$ cat src/rtl/fifo_stream_reader.sv
// Read-side adapter: pops a one-cycle-latency FIFO into a valid/ready stream through a 3-entry prefetch buffer.
// Optional delivered-word counter is enabled by defining FIFO_STREAM_READER_CNT_EN.
module fifo_stream_reader #(
  parameter int DATA_WIDTH = 128
) (
  input  logic                  clk,
  input  logic                  arst,
  input  logic                  srst,
  output logic                  fifo_rd,
  input  logic [DATA_WIDTH-1:0] fifo_q,
  input  logic                  fifo_mty,
  output logic                  out_valid,
  input  logic                  out_ready,
  output logic [DATA_WIDTH-1:0] out_data,
  output logic [31:0]           word_cnt
);

  logic [DATA_WIDTH-1:0] buf_mem [3];
  logic [1:0]            wptr;
  logic [1:0]            rptr;
  logic [1:0]            occ;
  logic                  inflight;
  logic [2:0]            fill;
  logic                  capture;
  logic                  pop;

  function automatic logic [1:0] ptr_inc(input logic [1:0] p);
    return (p == 2'd2) ? 2'd0 : p + 2'd1;
  endfunction

  assign fill = {1'b0, occ} + {2'b0, inflight};

  // Issue uses registered state only, so out_ready never reaches fifo_rd combinationally.
  assign fifo_rd   = !arst && !srst && !fifo_mty && (fill < 3'd3);
  assign capture   = inflight && !srst;
  assign out_valid = (occ != 2'd0);
  assign pop       = out_valid && out_ready && !srst;
  assign out_data  = buf_mem[rptr];

  always_ff @(posedge clk or posedge arst) begin
    if (arst) begin
      for (int i = 0; i < 3; i++) begin
        buf_mem[i] <= '0;
      end
    end else if (capture) begin
      buf_mem[wptr] <= fifo_q;
    end
  end

  always_ff @(posedge clk or posedge arst) begin
    if (arst) begin
      wptr     <= 2'd0;
      rptr     <= 2'd0;
      occ      <= 2'd0;
      inflight <= 1'b0;
    end else if (srst) begin
      // A word returning this cycle is dropped; the FIFO itself is left untouched.
      wptr     <= 2'd0;
      rptr     <= 2'd0;
      occ      <= 2'd0;
      inflight <= 1'b0;
    end else begin
      inflight <= fifo_rd;
      if (capture) begin
        wptr <= ptr_inc(wptr);
      end
      if (pop) begin
        rptr <= ptr_inc(rptr);
      end
      if (capture && !pop) begin
        occ <= occ + 2'd1;
      end else if (pop && !capture) begin
        occ <= occ - 2'd1;
      end
    end
  end

`ifdef FIFO_STREAM_READER_CNT_EN
  logic [31:0] cnt_reg;

  always_ff @(posedge clk or posedge arst) begin
    if (arst) begin
      cnt_reg <= 32'd0;
    end else if (srst) begin
      cnt_reg <= 32'd0;
    end else if (pop) begin
      cnt_reg <= cnt_reg + 32'd1;
    end
  end

  assign word_cnt = cnt_reg;
`else
  assign word_cnt = 32'd0;
`endif

endmodule

$ cat config.mk
export PLATFORM = sky130hd
export DESIGN_NAME = fifo_stream_reader
export DESIGN_NICKNAME = d
export VERILOG_FILES = /design/src/rtl/fifo_stream_reader.sv
export SDC_FILE = /design/constraint.sdc
export NUM_CORES = 1
export LEC_CHECK = 0
export CORE_MARGIN = 2
export CORE_UTILIZATION = 42
export CTS_CLUSTER_SIZE = 25
export DETAILED_ROUTE_END_ITERATION = 6
export GPL_TIMING_DRIVEN = 1
export PLACE_DENSITY = 0.68
export SLEW_MARGIN = 40
export SYNTH_ARGS = -nofsm -noshare
export SYNTH_HDL_FRONTEND = slang
export SYNTH_SLANG_ARGS = --single-unit
$ cat constraint.sdc
create_clock -name clk -period 13.3 [get_ports clk]
set_input_delay 1.995 -clock clk [delete_from_list [all_inputs] [get_ports clk]]
set_output_delay 1.995 -clock clk [all_outputs]
set_load 0.02 [all_outputs]
Yosys cells after proc, flatten, opt, wreduce, memory -nomap -nowiden
Cells that the tools add are included.
- output and inout bits: 162
- register bits: 391
- logic and storage cells: 54
- input port bits: 133
- reductions and logical operators: 18
- multiplexer cells: 16
- $lt $le $gt $ge: 4
- bitwise operators: 2
- add/sub/neg operators: 5
- equality and inequality tests: 2
- operator list (operator ; count):
    $bwmux W384 ; 1
    $mux W128 ; 3
    $bmux W128 S2 ; 1
    $demux W128 S2 ; 1
    $mux W2 ; 9
    $logic_and A1 B1 Y1 ; 9
    $add A2 B1 Y2 const B ; 3
    $ge A3 B3 Y1 const B ; 2
    $not A2 Y3 ; 2
    $reduce_bool A2 Y1 ; 3
    $logic_not A1 Y1 ; 5
    $eq A2 B2 Y1 const B ; 2
    $add A2 B1 Y3 ; 1
    $lt A3 B1 Y1 const B ; 1
    $lt A3 B2 Y1 const B ; 1
    $reduce_bool A3 Y1 ; 1
    $sub A2 B1 Y2 const B ; 1
    $mux W1 ; 1

Depth between registers and ports, before layout
- depth after elaboration: 7
- mapped depth: 6
- depth with buffers taken out: 4

Worst setup path before layout
Ideal clock, no wire load.
- kind: input -> output
- start: input port srst
- end: output port fifo_rd
- slack: 8415 ps
- buffers on the path: 0
- cell stages on the path: 2
- arrival: 2890 ps
- required time: 11305 ps
- cell sequence: or4_1 a21oi_1
- word-level cells in the longest chain between the ends: 4
- RTL lines (item ; line ; text):
    from (decl) ; 8 ; input logic srst,
    $logic_not A1 Y1 ; 34 ; assign fifo_rd = !arst && !srst && !fifo_mty && (fill < 3'd3);
    $logic_and A1 B1 Y1 (3 in series) ; 34 ;
    to (decl) ; 9 ; output logic fifo_rd,
Every way passes these cells.

Worst setup path after layout
Same ends and word-level chain as after synthesis.

==> flow_summary_export.csv <==
group,metric,value,unit
timing,worstMarginPinSlew,810,ps
floorplanning,row_count,76,
global_route,groute.usage.overall,0.180,
synthesis,ys_seq_elements,391,
timing,hold_viol_final,0,
synthesis,syn_area,18100,sq um
routing,routedWlPerCell,18.9,microns
finish,final_common_cell,"dfrtp_1",
job,drv_cap,0,
timing,slew_violations,0,
finish,fin_nets,1686,
synthesis,synthCells,1311,
clock_network,ctsResizeCount,0,
min_path,worstHoldPathCells,1,
place,gp_congestion,0.712,
floorplanning,die_h,211,microns
floorplanning,pin_count,295,
synthesis,ys.warnings.count,0,
synthesis,synthTopCellsByArea,"dfrtp_1 54%, mux2_1 11%, mux2_4 8.3%",
clock_network,clk_transition_reported_paths,50,ps
timing,setup_violations,0,
global_route,antenna_found_initial,0,
timing,clock.fmax,0.168,GHz
timing,finClkSkew,7.55,ps
critical_path,rr_worst_depth,5,
critical_path,arrival,3960,ps
synthesis,synth_top_area_frac,0.541,
finish,fin_cells,2122,
synthesis,synth_top_area_cell,"dfrtp_1",
synthesis,yosysSeqAreaShare,0.541,
global_route,overflow,0,
clock_network,clkSinkCount,391,
clock_network,postCtsSetupBuffers,0,
floorplanning,initial_core_util,0.423,
routing,drtPass1Iterations,4,
routing,viasPerCell,5.10,
power,power,3.36,mW
finish,drive_gt1_frac,0.192,
clock_network,cts_hold_buf,0,
routing,drt_wl_total,40100,microns
global_route,grt_pass1_wl,63500,microns
clock_network,root_buffer,"clkbuf_16",
min_path,worstHoldPathType,"reg -> reg",
timing,setup_tns,0,ps
power,peakVddDrop,111,uV
floorplanning,die-area,44700,sq um
place,dp_cells,2048,
critical_path,worstSetupPathType,"in -> out",
timing,post-route-period-util,0.447,
floorplanning,core_area,42800,sq um
timing,fin_crit,5950,ps
place,port_buffers,262,
power,leakagePower,9.67,nW
critical_path,required,11310,ps
synthesis,syn_area_per_cell,13.8,sq um
routing,drc_errors,0,
critical_path,cp_max_fo,8,
critical_path,worstSetupEndpointType,"primary output",
clock_network,max-clock-path-buffers,3,
finish,fillers,3607,
clock_network,cts_tree,"yes",
clock_network,cts-buffers-inserted,44,
status,outcome,"complete, no violations",
timing,rsz0062_at_grt,"no",
routing,vias,10820,
timing,hold_ws,482,ps
routing,drt-initial-drc-count,451,
timing,max_slew_margin,0.460,
clock_network,clock_latency,550,ps
global_route,grt_max_degree,153,
global_route,grt_pass1_vias,11530,
place,hpwlAfterDp,23900,microns
clock_network,htreeDepth,2,
floorplanning,die_x,211,microns
routing,final_antenna_net_count,0,
finish,syn_to_final_growth,23.2,%
finish,num_antenna_cells,0,
finish,final_cell_mix,"389 x dfrtp_1, 262 x clkdlybuf4s50_1, 177 x mux2_1",
critical_path,crit_path_start_kind,"input port",
power,p_per_area,151,nW/um^2
synthesis,synth_cell_types,31,
worst max-delay path, stage by stage:
cell	delay (ps)
clkdlybuf4s50_1	580
or4_1	620
a21oi_1	140
clkdlybuf4s50_1	620
state kept, by name, summed over array words and instances (netlist names):
name      count
buf_mem     384
occ           2
rptr          2
inflight      1
wptr          2
Yosys cell counts:
| master | n |
|---|---|
| conb_1 | 1 |
| nand2b_4 | 1 |
| buf_2 | 27 |
| nor2_1 | 5 |
| buf_12 | 11 |
| and3_1 | 1 |
| buf_6 | 17 |
| and3b_1 | 1 |
| nor4_1 | 1 |
| mux2_1 | 177 |
| clkbuf_1 | 17 |
| o21ai_0 | 130 |
| ha_1 | 2 |
| o31ai_1 | 1 |
| buf_4 | 45 |
| mux2i_1 | 130 |
| nor3b_2 | 1 |
| nor2b_1 | 2 |
| mux2_2 | 107 |
| mux2_4 | 100 |
| nor3b_4 | 1 |
| nand2_1 | 129 |
| or4_1 | 1 |
| dfrtp_1 | 391 |
| nand3b_1 | 1 |
| or3_1 | 1 |
| nand2b_1 | 2 |
| or2_2 | 1 |
| inv_1 | 1 |
| a21oi_1 | 5 |
| nor3_2 | 1 |
worst paths after layout:
check	start	endpoint	slack (ps)
max	srst	fifo_rd	7350
min	buf_mem[240]	buf_mem[240]	480
max reg2reg	inflight	buf_mem[45]	10580
min reg2reg	buf_mem[240]	buf_mem[240]	480
max in group asynchronous	arst	buf_mem[41]	9690
min in group asynchronous	arst	inflight	2010
report_power, final:
group	switching, mW	internal (mW)	total, mW	leakage [nW]
clock network	0.467	0.743	1.21	0.724
registers	0.0816	1.36	1.44	5.12
logic	0.342	0.368	0.710	3.83
total	0.890	2.47	3.36	9.67
metal layers:
metal | vias up | wire (microns) | track usage
met3 | 41 | 2690 | 0.0540
li1 | 5017 | - | -
met2 | 212 | 18800 | 0.292
met4 | 0 | 666 | 0.0493
met1 | 5550 | 18000 | 0.236
met5 | - | 0 | 0
logic make-up after synthesis:
group / share of synthesized area
multiplexers: 0.332
buffers and inverters: 0.0527
AO/OA/AOI/OAI: 0.0378
AND/OR/NAND/NOR: 0.0349
flip-flops: 0.541
other: 0.000207
adder cells (fa/ha/maj): 0.00138
through the flow:
stage           util  area [sq um]  setup WS, ps
6_report       0.521         22300          7350
5_1_grt        0.521         22300          7280
4_1_cts        0.519         22200          7340
3_5_place_dp   0.485         20700          7360
3_3_place_gp   0.484         20700          7290
2_1_floorplan      -         18200           436
final cells by class:
| type | instances | area, sq um | share of cell area |
|---|---|---|---|
| sequential | 391 | 9790 | 0.440 |
| tap | 546 | 683 | 0.0307 |
| inverter | 1 | 11.3 | 0.000505 |
| clock buffer | 65 | 1370 | 0.0616 |
| timing repair buffer | 280 | 2860 | 0.128 |
| clock inverter | 6 | 80.1 | 0.00359 |
| multi-input combinational | 833 | 7480 | 0.336 |
Note: power is estimated with default switching activity, not from simulation.
